==> src/rtl/ysyx_22050598_exu_redirect_ctrl.sv <==
// EXU redirect sequencer: arbitrates ALU/ecall/mret/timer-IRQ redirects, runs trap
// entry as a mepc -> mcause CSR write sequence, and hands the target to IFU.
module ysyx_22050598_exu_redirect_ctrl #(
  parameter int unsigned XLEN        = 64,
  parameter int unsigned CAUSE_ECALL = 11,
  parameter int unsigned CAUSE_MTI   = 7
) (
  input  logic            clk,
  input  logic            rst_n,
  input  logic            ex_valid_i,
  input  logic [XLEN-1:0] ex_pc_i,
  input  logic            alu_pc_en_i,
  input  logic [XLEN-1:0] alu_pc_data_i,
  input  logic            csr_ecall_i,
  input  logic            csr_mret_i,
  input  logic            irq_timer_i,
  input  logic [XLEN-1:0] csr_mtvec_i,
  input  logic [XLEN-1:0] csr_mepc_i,
  input  logic            ifu_redir_ready_i,
  output logic            redir_valid_o,
  output logic [XLEN-1:0] redir_pc_o,
  output logic            ex_stall_o,
  output logic            flush_o,
  output logic            csr_wr_en_o,
  output logic [11:0]     csr_wr_addr_o,
  output logic [XLEN-1:0] csr_wr_data_o,
  output logic            mstatus_trap_o,
  output logic            mstatus_mret_o
);

  localparam logic [11:0]     CSR_MEPC   = 12'h341;
  localparam logic [11:0]     CSR_MCAUSE = 12'h342;
  localparam logic [XLEN-1:0] CAUSE_IRQ  = {1'b1, (XLEN-1)'(CAUSE_MTI)};
  localparam logic [XLEN-1:0] CAUSE_EC   = XLEN'(CAUSE_ECALL);

  typedef enum logic [1:0] {
    IDLE     = 2'd0,
    W_MEPC   = 2'd1,
    W_MCAUSE = 2'd2,
    REDIR    = 2'd3
  } state_e;

  state_e          state_q, state_d;
  logic [XLEN-1:0] epc_q, epc_d;
  logic [XLEN-1:0] cause_q, cause_d;
  logic [XLEN-1:0] tgt_q, tgt_d;
  logic [XLEN-1:0] trap_tgt;

  // Direct-mode trap vector: mtvec MODE bits are dropped.
  assign trap_tgt   = {csr_mtvec_i[XLEN-1:2], 2'b00};
  assign ex_stall_o = (state_q != IDLE);

  // State, trap context and latched redirect target.
  always_ff @(posedge clk or negedge rst_n) begin
    if (!rst_n) begin
      state_q <= IDLE;
      epc_q   <= '0;
      cause_q <= '0;
      tgt_q   <= '0;
    end else begin
      state_q <= state_d;
      epc_q   <= epc_d;
      cause_q <= cause_d;
      tgt_q   <= tgt_d;
    end
  end

  // Next state and outputs; accept-cycle pulses are gated by rst_n so reset silences everything.
  always_comb begin
    state_d        = state_q;
    epc_d          = epc_q;
    cause_d        = cause_q;
    tgt_d          = tgt_q;
    redir_valid_o  = 1'b0;
    redir_pc_o     = '0;
    flush_o        = 1'b0;
    csr_wr_en_o    = 1'b0;
    csr_wr_addr_o  = '0;
    csr_wr_data_o  = '0;
    mstatus_trap_o = 1'b0;
    mstatus_mret_o = 1'b0;

    unique case (state_q)
      IDLE: begin
        if (rst_n && ex_valid_i) begin
          if (irq_timer_i) begin
            cause_d = CAUSE_IRQ;
            epc_d   = ex_pc_i;
            tgt_d   = trap_tgt;
            flush_o = 1'b1;
            state_d = W_MEPC;
          end else if (csr_ecall_i) begin
            cause_d = CAUSE_EC;
            epc_d   = ex_pc_i;
            tgt_d   = trap_tgt;
            flush_o = 1'b1;
            state_d = W_MEPC;
          end else if (csr_mret_i) begin
            tgt_d          = csr_mepc_i;
            mstatus_mret_o = 1'b1;
            flush_o        = 1'b1;
            state_d        = REDIR;
          end else if (alu_pc_en_i) begin
            tgt_d   = {alu_pc_data_i[XLEN-1:1], 1'b0};
            flush_o = 1'b1;
            state_d = REDIR;
          end
        end
      end
      W_MEPC: begin
        csr_wr_en_o   = 1'b1;
        csr_wr_addr_o = CSR_MEPC;
        csr_wr_data_o = epc_q;
        state_d       = W_MCAUSE;
      end
      W_MCAUSE: begin
        csr_wr_en_o    = 1'b1;
        csr_wr_addr_o  = CSR_MCAUSE;
        csr_wr_data_o  = cause_q;
        mstatus_trap_o = 1'b1;
        state_d        = REDIR;
      end
      REDIR: begin
        redir_valid_o = 1'b1;
        redir_pc_o    = tgt_q;
        if (ifu_redir_ready_i) begin
          state_d = IDLE;
        end
      end
      default: state_d = IDLE;
    endcase
  end

endmodule

==> config.mk <==
export PLATFORM = sky130hd
export DESIGN_NAME = ysyx_22050598_exu_redirect_ctrl
export DESIGN_NICKNAME = d
export VERILOG_FILES = /design/src/rtl/ysyx_22050598_exu_redirect_ctrl.sv
export SDC_FILE = /design/constraint.sdc
export NUM_CORES = 1
export LEC_CHECK = 0
export BUFFER_PORTS_ARGS = -buffer_cell sky130_fd_sc_hd__clkbuf_2
export CAP_MARGIN = 10
export CORE_AREA = 5 5 156 158
export DETAILED_ROUTE_END_ITERATION = 7
export DIE_AREA = 0 0 161 163
export GPL_ROUTABILITY_DRIVEN = 0
export PLACE_DENSITY = 0.7
export SYNTH_ARGS = -nofsm -noshare
export SYNTH_HDL_FRONTEND = slang
export SYNTH_SLANG_ARGS = --single-unit
==> constraint.sdc <==
create_clock -name clk -period 4.7 [get_ports clk]
set_input_delay 0.47 -clock clk [delete_from_list [all_inputs] [get_ports clk]]
set_output_delay 0.47 -clock clk [all_outputs]
set_load 0.05 [all_outputs]
==> metrics.md <==
| Metric | Value |
|---|---|
| Class of the worst hold path | `in -> async` |
| Core Area | `around 23,000 um2` |
| Startpoint of the lowest-slack register-to-register path | `state_q[0]` |
| Level count of the clock H-tree | `4` |
| Peak fanout along the critical path | `37` |
| Die Span X | `161 um` |
| Dominant combinational cell family by area after synthesis | `multiplexers` |
| Share of Yosys cell area claimed by the top area cell type | `between 40% and 50%` |
| YS warnings | `0` |
| Number of hold buffers added after CTS | `0` |
| Crit-path cells | `inv_1 -> ha_1 -> buf_4 -> and3_1 -> clkbuf_2` |
| Average wire length per cell after detail routing | `between 15 and 20 um` |
| Post-synthesis share of cell area spent on and, or, nand and nor gates | `11.8%` |
| Maximum clock path buffer count | `2` |
| Timing-limited maximum frequency | `slightly above 0.3 GHz` |
| Largest area contributor in the netlist | `sky130_fd_sc_hd__dfrtp_1` |
| Antenna violation net count after detailed routing | `0` |
| Worst-path cell with the longest stage delay | `sky130_fd_sc_hd__ha_1` |
| Placed Cells incl. Taps | `1,323` |
| Post-synthesis register bit count | `133` |
| Starting density of the core | `33.6%` |
| GRT overflow | `0` |
| Placement Rows | `56` |
| TritonCTS buffer count | `17` |
| Number of filler cells placed in the layout | `2,177` |
| Die span in y | `163 um` |
| Startpoint of the worst setup timing path | `state_q[0]` |
| Maximum single-stage delay on the critical path | `0.95 ns` |
| Largest vdd supply drop | `0.000283 V` |
| Area growth, synth to finish | `34.2%` |
| Number of antenna violations at the first check in global routing | `0` |
| Sequential-to-total area share from yosys stat | `between 40 and 50%` |
| Synth Cell Area | `7710 um2` |
| Most frequent standard cell in the layout excluding fill and tap cells | `sky130_fd_sc_hd__clkbuf_2` |
| Worst setup path class | `reg -> out` |
| Share of the synthesized area in compound gates (AO/OA/AOI/OAI) | `8.94%` |
| Distinct cell type count after synthesis | `30` |
| Via count of the first global-routing pass | `6,841` |
| IO buf count | `between 300 and 400` |
| Number of gates given a new drive strength after cts | `0` |
| # nets final | `1,321` |
| Number of DRC violations after detailed routing | `0` |
| Vias | `6,559` |
| Placed instance area | `around 9800 um2` |
| Category of cells accounting for the largest share of critical-path delay | `adder cells` |
| Clock-pin slew of the registers on the worst-case setup and hold paths | `about 0.060 ns` |
| TritonCTS clock tree | `yes` |
| CTS Sinks | `around 130` |
| First drt pass iteration count | `4` |
| Power density normalized to cell area | `641 nW/um2` |
| Pin count of the biggest net entering global routing | `70` |
| Post CTS Setup Buffer Count | `0` |
| Total power of the final layout | `6.64 mW` |
| Post-Synth XOR/XNOR Area | `0%` |
| Wire length of the first global-routing pass | `36.1 mm` |
| Number of cells on the worst reg-to-reg path | `6` |
| Area of the die | `26,200 um2` |
| Leakage component of the power | `5.58 nW` |
| Ant diodes | `0` |
| Count of placed standard cells in the final layout, fillers left out | `1,355` |
| Max-capacitance violation count | `0` |
| Worst Path Required | `4.23 ns` |
| Worst-Skew Late Latency | `0.42 ns` |
| Initial DRC Count | `roughly 360` |
| Arrival time of the worst setup path | `approximately 2.8 ns` |
| Buffers & Inverters on Critical Path | `3` |
| Category of the worst setup path capture point | `output pin` |
| Relative slew margins | `33.4%` |
| Routed vias/inst | `4.84` |
| CP Depth | `5` |
| Commonest non-fill, non-tap cells in the layout | `sky130_fd_sc_hd__clkbuf_2, sky130_fd_sc_hd__dfrtp_1, sky130_fd_sc_hd__o21ai_0` |
| Startpoint kind of the worst setup timing path | `flop` |
| Register-to-Register Setup Slack | `2.36 ns` |
| Final cycle utilization of the critical path | `69.9%` |
| Result of the run | `finished clean` |
| Fraction of final layout cells with drive strength greater than 1 | `46.6%` |
| Post-Route Hold Slack | `around 0.047 ns` |
| Setup repair after global routing missed its margin | `no` |
| Critical path endpoint | `csr_wr_data_o[22]` |
| Total I/O pin count | `410` |
| Final setup violation count | `0` |
| Root cell of the clock tree | `sky130_fd_sc_hd__clkbuf_16` |
| Clk_skew | `0.00974 ns` |
| Setup TNS after final layout | `0 ns` |
| Slew Limit Fails | `0` |
| Cells after Synth | `692` |
| Ranking of synthesized cells by area | `sky130_fd_sc_hd__dfrtp_1, sky130_fd_sc_hd__mux2_1, sky130_fd_sc_hd__mux2_4` |
| Synth Area in Adders | `0.811%` |
| Sum of net half-perimeters after detailed placement | `17.3 mm` |
| Post-synthesis area per instance | `approximately 11 um2` |
| Wirelength, routed | `between 20 and 25 mm` |
| Tightest Pin Transition | `1.00 ns` |
| Endpoints failing hold | `0` |
| GRT Total Usage | `~17%` |
| Final critical-path required period | `3.29 ns` |
| Final non-filler cell area | `between 10,000 and 15,000 um2` |
| Multiplexer share of the synthesized area | `between 20% and 30%` |
| Reg2Reg Capture Point | `epc_q[19]` |
state kept, by name, summed over array words and instances (netlist names):
name and count:
tgt_q 64, cause_q 3, epc_q 64, state_q 2
layout make-up:
| class | instances | area, um2 | share of cell area (%) |
|---|---|---|---|
| Multi-Input combinational cell | 487 | 3960 | 38.3 |
| Clock inverter | 15 | 159 | 1.54 |
| Timing Repair Buffer | 409 | 2090 | 20.2 |
| Sequential cell | 133 | 3330 | 32.2 |
| Clock buffer | 17 | 425 | 4.11 |
| Tap cell | 290 | 363 | 3.51 |
| Inverter | 4 | 15.0 | 0.145 |
routing by layer:
| metal | vias to the layer above | GRT usage, % | wire length [um] |
|---|---|---|---|
| li1 | 3151 | - | - |
| met1 | 3098 | 21.1 | 9670 |
| met2 | 287 | 29.9 | 11400 |
| met3 | 23 | 4.23 | 1570 |
| met4 | 0 | 5.23 | 464 |
| met5 | - | 0 | 0 |
metrics by stage:
stage	util [%]	setup slack, ns
2_1_floorplan	-	2.07
3_3_place_gp	42.5	1.86
3_5_place_dp	42.5	1.84
4_1_cts	45.0	1.40
5_1_grt	45.0	1.17
6_report	45.0	1.41
cell families (layout without fill, tap and decap cells):
logic type      count (synthesis)  count (layout)
other cells                     1               7
flops                         133             133
buf+inv                        78             445
compound gates                135             135
mux                           192             192
fa+ha+maj                       5               5
simple gates                  148             148
power breakdown:
group          total (mW)  internal (mW)  switching (mW)
registers            1.98           1.71           0.273
logic                3.33           1.08            2.26
clock network        1.33          0.754           0.571
total                6.64           3.54            3.10
cells in the mapped netlist:
library cell / number
sky130_fd_sc_hd__conb_1: 1
sky130_fd_sc_hd__o21ai_1: 10
sky130_fd_sc_hd__mux2_4: 49
sky130_fd_sc_hd__nor2_1: 5
sky130_fd_sc_hd__mux2_1: 79
sky130_fd_sc_hd__and2_1: 64
sky130_fd_sc_hd__a22oi_1: 1
sky130_fd_sc_hd__o211ai_1: 1
sky130_fd_sc_hd__nor4_4: 1
sky130_fd_sc_hd__nor3b_1: 1
sky130_fd_sc_hd__inv_2: 1
sky130_fd_sc_hd__nor3_1: 1
sky130_fd_sc_hd__clkbuf_1: 37
sky130_fd_sc_hd__buf_6: 11
sky130_fd_sc_hd__nand2_1: 9
sky130_fd_sc_hd__dfrtp_1: 133
sky130_fd_sc_hd__o21ai_0: 114
sky130_fd_sc_hd__buf_2: 8
sky130_fd_sc_hd__or4b_1: 1
sky130_fd_sc_hd__or2_1: 1
sky130_fd_sc_hd__mux2i_1: 64
sky130_fd_sc_hd__a22o_1: 1
sky130_fd_sc_hd__a21oi_1: 6
sky130_fd_sc_hd__a31oi_1: 1
sky130_fd_sc_hd__inv_1: 3
sky130_fd_sc_hd__buf_4: 18
sky130_fd_sc_hd__ha_1: 5
sky130_fd_sc_hd__o31a_1: 1
sky130_fd_sc_hd__and3_1: 63
sky130_fd_sc_hd__nand2b_1: 2
how the worst min path moves through the flow:
stage	slack (ns)	to	start
2_1_floorplan	0.17	cause_q[1]	rst_n
3_3_place_gp	0.45	cause_q[1]	cause_q[1]
3_5_place_dp	0.46	cause_q[1]	cause_q[1]
4_1_cts	0.07	epc_q[63]	rst_n
5_1_grt	0.08	tgt_q[56]	rst_n
6_report	0.05	tgt_q[57]	rst_n
worst reg2reg max path: stages, from the launching register on:
cell and delay, ns:
sky130_fd_sc_hd__dfrtp_1 0.42, sky130_fd_sc_hd__inv_1 0.10, sky130_fd_sc_hd__ha_1 0.26, sky130_fd_sc_hd__and3_1 0.24
sky130_fd_sc_hd__nand2_2 0.09, sky130_fd_sc_hd__buf_4 0.64, sky130_fd_sc_hd__mux2_1 0.47
Note: power is estimated with default switching activity, not from simulation.
